==> config.mk <==
export PLATFORM = sky130hd
export DESIGN_NAME = mmio_io_hub
export DESIGN_NICKNAME = d
export VERILOG_FILES = /design/src/rtl/mmio_io_hub_pkg.sv /design/src/rtl/mmio_io_hub_kb_fifo.sv /design/src/rtl/mmio_io_hub.sv
export SDC_FILE = /design/constraint.sdc
export NUM_CORES = 1
export LEC_CHECK = 0
export BUFFER_PORTS_ARGS = -buffer_cell sky130_fd_sc_hd__clkbuf_2
export CAP_MARGIN = 30
export CORE_AREA = 5 5 121 145
export CTS_CLUSTER_SIZE = 30
export DETAILED_ROUTE_END_ITERATION = 7
export DIE_AREA = 0 0 126 150
export PLACE_DENSITY = 0.57
export SKIP_LAST_GASP = 1
export SLEW_MARGIN = 25
export SYNTH_ARGS = -nofsm -noshare
export SYNTH_HDL_FRONTEND = slang
export SYNTH_SLANG_ARGS = --single-unit
==> constraint.sdc <==
create_clock -name clk -period 4.8 [get_ports clk]
set_input_delay 0.72 -clock clk [delete_from_list [all_inputs] [get_ports clk]]
set_output_delay 0.72 -clock clk [all_outputs]
set_load 0.02 [all_outputs]
==> src/rtl/mmio_io_hub_pkg.sv <==
// Shared constants for the MMIO hub: I/O region tag, register offsets and
// KB_STAT / CTRL bit positions.
package mmio_pkg;

  localparam logic [1:0] IO_TAG_DEF      = 2'b11;

  localparam logic [3:0] OFF_KB_DATA     = 4'h8;
  localparam logic [3:0] OFF_KB_STAT     = 4'h9;
  localparam logic [3:0] OFF_CTRL        = 4'hA;

  localparam int         STAT_OVF_BIT    = 15;
  localparam int         STAT_FULL_BIT   = 14;
  localparam int         STAT_EMPTY_BIT  = 13;
  localparam int         STAT_CNT_W      = 5;

  localparam int         CTRL_IRQ_EN_BIT = 0;

endpackage

==> src/rtl/mmio_io_hub_kb_fifo.sv <==
// Scancode FIFO with occupancy count, full/empty flags and a sticky overflow
// flag. A push into a full FIFO is accepted only when a pop frees a slot in
// the same cycle.
module kb_fifo #(
  parameter int DEPTH = 8,
  parameter int W     = 8
) (
  input  logic                       clk,
  input  logic                       reset,
  input  logic                       push,
  input  logic [W-1:0]               din,
  input  logic                       pop,
  input  logic                       ovf_clr,
  output logic [W-1:0]               dout,
  output logic [$clog2(DEPTH):0]     count,
  output logic                       full,
  output logic                       empty,
  output logic                       overflow
);

  localparam int PTR_W = $clog2(DEPTH);
  localparam int CNT_W = PTR_W + 1;

  logic [W-1:0]     mem_q [DEPTH];
  logic [PTR_W-1:0] wr_ptr_q, wr_ptr_d;
  logic [PTR_W-1:0] rd_ptr_q, rd_ptr_d;
  logic [CNT_W-1:0] count_q, count_d;
  logic             ovf_q, ovf_d;
  logic             do_push, do_pop;

  assign empty    = (count_q == '0);
  assign full     = (count_q == CNT_W'(DEPTH));
  assign count    = count_q;
  assign overflow = ovf_q;
  assign dout     = mem_q[rd_ptr_q];

  assign do_pop  = pop & ~empty;
  assign do_push = push & (~full | do_pop);

  always_comb begin
    wr_ptr_d = wr_ptr_q;
    rd_ptr_d = rd_ptr_q;
    count_d  = count_q + CNT_W'(do_push) - CNT_W'(do_pop);
    ovf_d    = ovf_q;
    if (do_push) wr_ptr_d = wr_ptr_q + PTR_W'(1);
    if (do_pop)  rd_ptr_d = rd_ptr_q + PTR_W'(1);
    if (ovf_clr) ovf_d = 1'b0;
    // a dropped code beats a simultaneous clear
    if (push && full && !do_pop) ovf_d = 1'b1;
  end

  always_ff @(posedge clk) begin
    if (!reset) begin
      wr_ptr_q <= '0;
      rd_ptr_q <= '0;
      count_q  <= '0;
      ovf_q    <= 1'b0;
    end else begin
      wr_ptr_q <= wr_ptr_d;
      rd_ptr_q <= rd_ptr_d;
      count_q  <= count_d;
      ovf_q    <= ovf_d;
    end
  end

  always_ff @(posedge clk) begin
    if (reset && do_push) mem_q[wr_ptr_q] <= din;
  end

endmodule

==> src/rtl/mmio_io_hub.sv <==
// Memory-mapped I/O hub: decodes the I/O region, holds output registers and
// CTRL, fronts the scancode FIFO and muxes I/O read data over BRAM data.
module mmio_io_hub
  import mmio_pkg::*;
#(
  parameter int         WIDTH      = 16,
  parameter int         NUM_OUT    = 2,
  parameter int         OUT_W      = 8,
  parameter int         FIFO_DEPTH = 8,
  parameter logic [1:0] IO_TAG     = IO_TAG_DEF
) (
  input  logic                     clk,
  input  logic                     reset,
  input  logic [WIDTH-1:0]         addr,
  input  logic [WIDTH-1:0]         wdata,
  input  logic                     we,
  input  logic                     re,
  input  logic [WIDTH-1:0]         mem_q,
  output logic [WIDTH-1:0]         rdata,
  input  logic [7:0]               kb_code,
  input  logic                     kb_valid,
  output logic [NUM_OUT*OUT_W-1:0] out_ports,
  output logic                     kb_irq
);

  localparam int CNT_W = $clog2(FIFO_DEPTH) + 1;

  logic             io;
  logic [3:0]       offset;
  logic             wr_en;
  logic             kb_pop;
  logic             ovf_clr;
  logic             irq_en_q;
  logic [7:0]       kb_dout;
  logic [7:0]       kb_head;
  logic [CNT_W-1:0] kb_count;
  logic             kb_full, kb_empty, kb_ovf;
  logic [15:0]      kb_stat;
  logic [WIDTH-1:0] io_rdata;
  logic             unused_bits;

  assign io      = (addr[15:14] == IO_TAG);
  assign offset  = addr[3:0];
  assign wr_en   = we & io;
  assign kb_pop  = re & io & (offset == OFF_KB_DATA);
  assign ovf_clr = wr_en & (offset == OFF_KB_STAT);
  // addr[13:4] aliases inside the region; wdata is only partly stored
  assign unused_bits = ^{addr, wdata};

  for (genvar g = 0; g < NUM_OUT; g++) begin : g_out
    logic [OUT_W-1:0] out_q;
    always_ff @(posedge clk) begin
      if (!reset) out_q <= '0;
      else if (wr_en && offset == 4'(g)) out_q <= wdata[OUT_W-1:0];
    end
    assign out_ports[g*OUT_W +: OUT_W] = out_q;
  end

  always_ff @(posedge clk) begin
    if (!reset) irq_en_q <= 1'b0;
    else if (wr_en && offset == OFF_CTRL) irq_en_q <= wdata[CTRL_IRQ_EN_BIT];
  end

  kb_fifo #(
    .DEPTH (FIFO_DEPTH),
    .W     (8)
  ) u_kb_fifo (
    .clk      (clk),
    .reset    (reset),
    .push     (kb_valid),
    .din      (kb_code),
    .pop      (kb_pop),
    .ovf_clr  (ovf_clr),
    .dout     (kb_dout),
    .count    (kb_count),
    .full     (kb_full),
    .empty    (kb_empty),
    .overflow (kb_ovf)
  );

  assign kb_head = kb_empty ? 8'h00 : kb_dout;
  assign kb_irq  = ~kb_empty & irq_en_q;

  always_comb begin
    kb_stat                 = '0;
    kb_stat[STAT_OVF_BIT]   = kb_ovf;
    kb_stat[STAT_FULL_BIT]  = kb_full;
    kb_stat[STAT_EMPTY_BIT] = kb_empty;
    kb_stat[STAT_CNT_W-1:0] = STAT_CNT_W'(kb_count);
  end

  always_comb begin
    io_rdata = '0;
    for (int i = 0; i < NUM_OUT; i++) begin
      if (offset == 4'(i)) io_rdata = WIDTH'(out_ports[i*OUT_W +: OUT_W]);
    end
    case (offset)
      OFF_KB_DATA: io_rdata = WIDTH'(kb_head);
      OFF_KB_STAT: io_rdata = WIDTH'(kb_stat);
      OFF_CTRL:    io_rdata = WIDTH'(irq_en_q);
      default:     ;
    endcase
  end

  assign rdata = io ? io_rdata : mem_q;

endmodule

-- Yosys cells after proc, flatten, opt, wreduce, memory -nomap -nowiden
Memory sizes are Yosys's and may differ from the RTL's. A register that Yosys moved wholly into a read port is not among the register bits.
Cells that the tools add are included.
- flip-flop bits (word level): 28
- memory bits (writable): 64
- input bits: 61
- output and inout port bits: 33
- logic and storage cells: 49
- memories kept: 1
- memories (name ; words ; width ; rd ports ; clocked after memory_dff ; write ports ; line ; RTL):
    u_kb_fifo.mem_q ; 8 ; 8 ; 1 ; 1 ; 1 ; mmio_io_hub_kb_fifo.sv:24 ; logic [W-1:0] mem_q [DEPTH];
- $add $sub $neg: 4
- equal/unequal tests: 6
- multiplexer cells: 11
- bitwise gates (word level): 10
- reductions and logical operators: 10
- operators with widths (cell ; number):
    case mux 16 bit (3 select lines) ; 1
    two-way mux 16 bit ; 2
    == test 4 bit (second input constant) ; 4
    two-way mux 8 bit ; 2
    logical NOT 4 bit ; 2
    AND 1 bit ; 7
    adder 3 x 1 -> 3 bit (second input constant) ; 2
    logical AND 1 bit ; 6
    two-way mux 3 bit ; 2
    adder 4 x 1 -> 4 bit ; 1
    == test 4 x 1 -> 1 bit (second input constant) ; 1
    two-way mux 1 bit ; 4
    subtractor 4 x 1 -> 4 bit ; 1
    == test 2 bit (second input constant) ; 1
    NOT 1 bit ; 2
    nonzero test 2 bit ; 1
    logical NOT 1 bit ; 1
    bitwise OR 1 bit ; 1

-- Logic depth before layout (Yosys ltp)
- depth after elaboration: 9
- gate-level depth with buffers: 12
- depth with buffers taken out: 11

-- Hierarchy
A second synthesis with hierarchy kept.
- cell total of the unflattened synthesis: 358
- area total of the unflattened synthesis: 4555.6 um^2
- by module, submodules not included (module ; instances ; cells an instance ; area an instance (um^2) ; sequential area each (um^2)):
    kb_fifo ; 1 ; 189 ; 3294.4 ; 2202.1
    mmio_io_hub ; 1 ; 169 ; 1261.2 ; 340.3

-- Worst setup path before layout
OpenSTA, ideal clock, no wires.
- kind: in2reg
- from: input port addr[3]
- to: memory u_kb_fifo.mem_q[0][0], enable pin
- setup time: 0.395 ns
- arrival: 2.418 ns
- data required time: 4.405 ns
- setup slack: 1.988 ns
- stages on the path: 6
- buffers on the path: 2
- cells stage by stage: buf_4 nor4b_4 and3_1 buf_4 o21ai_4 nor4_1
- word-level cells in the longest chain between the ends: 8
- ends and longest elaborated chain (element ; line ; RTL):
    start: declaration ; mmio_io_hub.sv:14 ; input logic [WIDTH-1:0] addr,
    == test 4 bit ; mmio_io_hub.sv:45 ; assign kb_pop = re & io & (offset == OFF_KB_DATA);
    AND 1 bit ; mmio_io_hub.sv:45 ;
    AND 1 bit ; mmio_io_hub_kb_fifo.sv:37 ; assign do_pop = pop & ~empty;
    bitwise OR 1 bit ; mmio_io_hub_kb_fifo.sv:38 ; assign do_push = push & (~full | do_pop);
    AND 1 bit ; mmio_io_hub_kb_fifo.sv:38 ;
    logical AND 1 bit ; mmio_io_hub_kb_fifo.sv:67 ; if (reset && do_push) mem_q[wr_ptr_q] <= din;
    two-way mux 1 bit ; mmio_io_hub_kb_fifo.sv:67 ;
    two-way mux 1 bit (not written as such) ; mmio_io_hub_kb_fifo.sv:67 ;
    end: declaration ; mmio_io_hub_kb_fifo.sv:24 ;
Every way passes these cells.

==> metrics.md <==
| Metric | Value |
|---|---|
| Pre-CTS WS | `1.75 ns` |
| Share of the yosys chip area belonging to registers | `58.1%` |
| Die X | `126 um` |
| Synth Area in Adders | `2.46%` |
| Post-route worst setup slack | `1.65 ns` |
| HPWL Detailed | `6.95 mm` |
| Total vias in the final route | `2,750` |
| Root Driver | `clkbuf_16` |
| Row count | `51` |
| Wirelength per Cell | `16.2 um` |
| Synthesized area | `4380 sq um` |
| Compound-Gate Fraction of Synth Area | `6.26%` |
| Syn. warnings | `0` |
| GRT Residual Overflow | `0` |
| CTS tree | `done` |
| CP endpoint kind | `primary output` |
| Final number of hold-violating endpoints | `0` |
| Final setup viols | `0` |
| First-pass GRT wire length | `15.5 mm` |
| Synth Area in Simple Gates | `13.3%` |
| Clock Path Buffers | `2` |
| Placed inst area | `4970 sq um` |
| Drt via density | `4.56` |
| Initial antenna violation count | `0` |
| H-tree depth | `3` |
| Layout fillers | `1,595` |
| Post-route cell area | `5270 sq um` |
| Drt first pass iters | `4` |
| Asr flop ratio synth | `0%` |
| Slew Limit Fails | `0` |
| Relative slew slack | `37.0%` |
| Setup Crit Path Kind | `reg -> out` |
| DR iter-0 viols | `155` |
| Net count after synthesis | `383` |
| Crit path launch type | `flop` |
| Area Growth Syn to Fin | `20.4%` |
| Io pins | `94` |
| ANT nets after route | `0` |
| PostCTS Resize Cnt | `0` |
| Final nets | `455` |
| Max Cap Violations | `0` |
| Port bufs | `75` |
| Top FF cell, synth | `edfxtp_1` |
| Fin crit share | `65.7%` |
| Largest net degree at the start of global routing | `35` |
| Pwr Density | `353 nW/um^2` |
| Routability cong. | `0.778` |
| WL final | `9.74 mm` |
| Total power | `1.86 mW` |
| Slew @ Worst Pin | `0.941 ns` |
| F_max | `0.317 GHz` |
| Lkg Pwr | `1.88 nW` |
| Mux cell area share after synthesis | `15.9%` |
| Yosys reg bits | `95` |
| CP Max Fanout | `9` |
| Post-synth EDFFs | `64` |
| Num Clock Sinks | `95` |
| Outcome | `complete, no violations` |
| # diodes | `0` |
| Synth Area in XOR/XNOR | `1.00%` |
| Hold WC Path Type | `reg -> reg` |
| Core area | `16,100 sq um` |
| Synth cell types | `44` |
| Multi-input gate area in the final layout | `1720 sq um` |
| Crit path time final | `3.15 ns` |
| VDD IR max | `0.000194 V` |
| DRC Markers | `0` |
| Die span in y | `150 um` |
| Setup repair bufs after CTS | `0` |
| Worst path required time | `4.08 ns` |
| Share of cells above drive strength 1 | `30.9%` |
| Initial Util | `27.2%` |
| Vias in the first global route | `2,899` |
| Worst-path clk slew | `0.07 ns` |
| Final setup TNS | `0 ns` |
| Clock latency on the worst-skew pair | `0.34 ns` |
| Overall routing resource usage | `10.5%` |
| Post-synthesis instance total | `314` |
| Post-CTS Hold Buffers | `0` |
| Syn Area/Cell | `13.9 sq um` |
| RSZ-0062 raised after global routing | `false` |
| Die area | `18,900 sq um` |
| Post-Route Skew | `0.00890 ns` |
| Register area | `2540 sq um` |
| TritonCTS buffer count | `9` |
| Crit path arrival time | `2.43 ns` |
| Largest family of logic cells by synthesized area | `multiplexers` |
-- cell families after synthesis --
family,count (synthesis)
and+or+nand+nor,97
DFF,95
muxes,44
AOI/OAI and AO/OA,41
buffers and inverters,24
adders and majority gates,8
xor gates and xnor gates,5
-- sequential cells by signal, indices dropped and copies added (netlist names), named ones only --
register            count
u_kb_fifo.mem_q        64
u_kb_fifo.count         4
u_kb_fifo.overflow      1
irq_en_q                1
u_kb_fifo.rd_ptr_q      3
g_out.out_q            16
u_kb_fifo.wr_ptr_q      3
-- where the power goes --
group	internal, mW	total, mW	switching [mW]	leakage [nW]
clock	0.371	0.711	0.340	0.146
combinational	0.0987	0.226	0.128	0.904
sequential	0.903	0.923	0.0198	0.829
total	1.37	1.86	0.487	1.88
-- critical path, stage by stage (launching register included) --
cell      delay [ns]
dfxtp_1         0.70
buf_8           0.23
mux4_1          0.56
mux2_2          0.30
nand2_1         0.07
a21oi_1         0.07
clkbuf_2        0.17
-- worst paths after layout --
kind,start,end,slack (ns),cells after the start
min reg2reg,u_kb_fifo.overflow,u_kb_fifo.overflow,0.49,2
max reg2reg,u_kb_fifo.count[2],u_kb_fifo.count[2],2.16,10
max,flop,rdata[5],1.65,6
min,u_kb_fifo.overflow,u_kb_fifo.overflow,0.49,2
-- layout make-up --
class | instances | share of cell area [%]
Clock buffer | 9 | 4.27
Clock inverter | 7 | 1.52
Inverter | 6 | 0.427
Multi-Input combinational cell | 195 | 32.7
Sequential cell | 95 | 48.2
Tap cell | 212 | 5.03
Timing Repair Buffer | 79 | 7.83
-- synth_stat cells (2+ instances only) --
library cell | instances | area share, %
edfxtp_1 | 64 | 44
buf_4 | 4 | 0.69
mux2i_1 | 20 | 4.6
a31oi_1 | 2 | 0.29
mux4_2 | 6 | 3.1
mux4_1 | 10 | 6.0
a221oi_1 | 4 | 0.80
a32oi_1 | 2 | 0.40
xor2_1 | 4 | 0.80
o31ai_1 | 2 | 0.34
a21oi_1 | 15 | 1.7
buf_2 | 3 | 0.34
nand4_1 | 2 | 0.29
nand2b_1 | 5 | 0.71
nor4_1 | 3 | 0.43
dfxtp_1 | 31 | 14
nor3_1 | 5 | 0.57
nor2b_1 | 23 | 3.3
ha_1 | 7 | 2.0
o211ai_1 | 3 | 0.51
nand2_1 | 20 | 1.7
and3_1 | 4 | 0.57
inv_1 | 6 | 0.51
mux2_4 | 2 | 0.69
mux2_2 | 6 | 1.5
a21oi_2 | 2 | 0.40
nor4b_4 | 2 | 1.1
and2_1 | 16 | 2.3
o21a_1 | 3 | 0.51
nor2_1 | 9 | 0.77
o21ai_0 | 5 | 0.57
clkbuf_1 | 9 | 0.77
nand3_1 | 4 | 0.46
-- per-layer routing --
layer,vias up,GRT usage [%],share of wire (%)
li1,1326,-,-
met1,1335,12.5,43
met2,83,18.2,50
met3,6,3.25,6.6
met4,0,3.27,0.82
met5,-,0,0
-- through the flow --
stage	utilization, %	hold WS [ns]	cells
finish	32.8	0.485	603
detailed placement	30.9	0.475	587
global route	32.8	0.534	603
global placement	30.8	0.473	586
floorplan	-	0.453	314
CTS	32.8	0.486	603
-- cell usage in the layout (no fill, tap or decap), types with 3 or more instances in the layout --
master / netlist / final
xor2_1: 4 / 4
dfxtp_1: 31 / 31
edfxtp_1: 64 / 64
mux4_1: 10 / 10
clkbuf_16: 0 / 9
o21a_1: 3 / 3
nor2b_1: 23 / 23
clkbuf_2: 0 / 75
mux2_2: 6 / 6
and2_1: 16 / 16
nor3_2: 0 / 4
nand3_1: 4 / 4
nor4_1: 3 / 3
mux2i_1: 20 / 20
a21oi_1: 15 / 15
ha_1: 7 / 7
nor2_1: 9 / 9
nand2b_1: 5 / 5
o211ai_1: 3 / 3
and3_1: 4 / 4
mux4_2: 6 / 6
o21ai_0: 5 / 5
inv_1: 6 / 6
nand2_1: 20 / 20
a221oi_1: 4 / 4
buf_4: 4 / 3
Power figures use the tool's default switching activity.
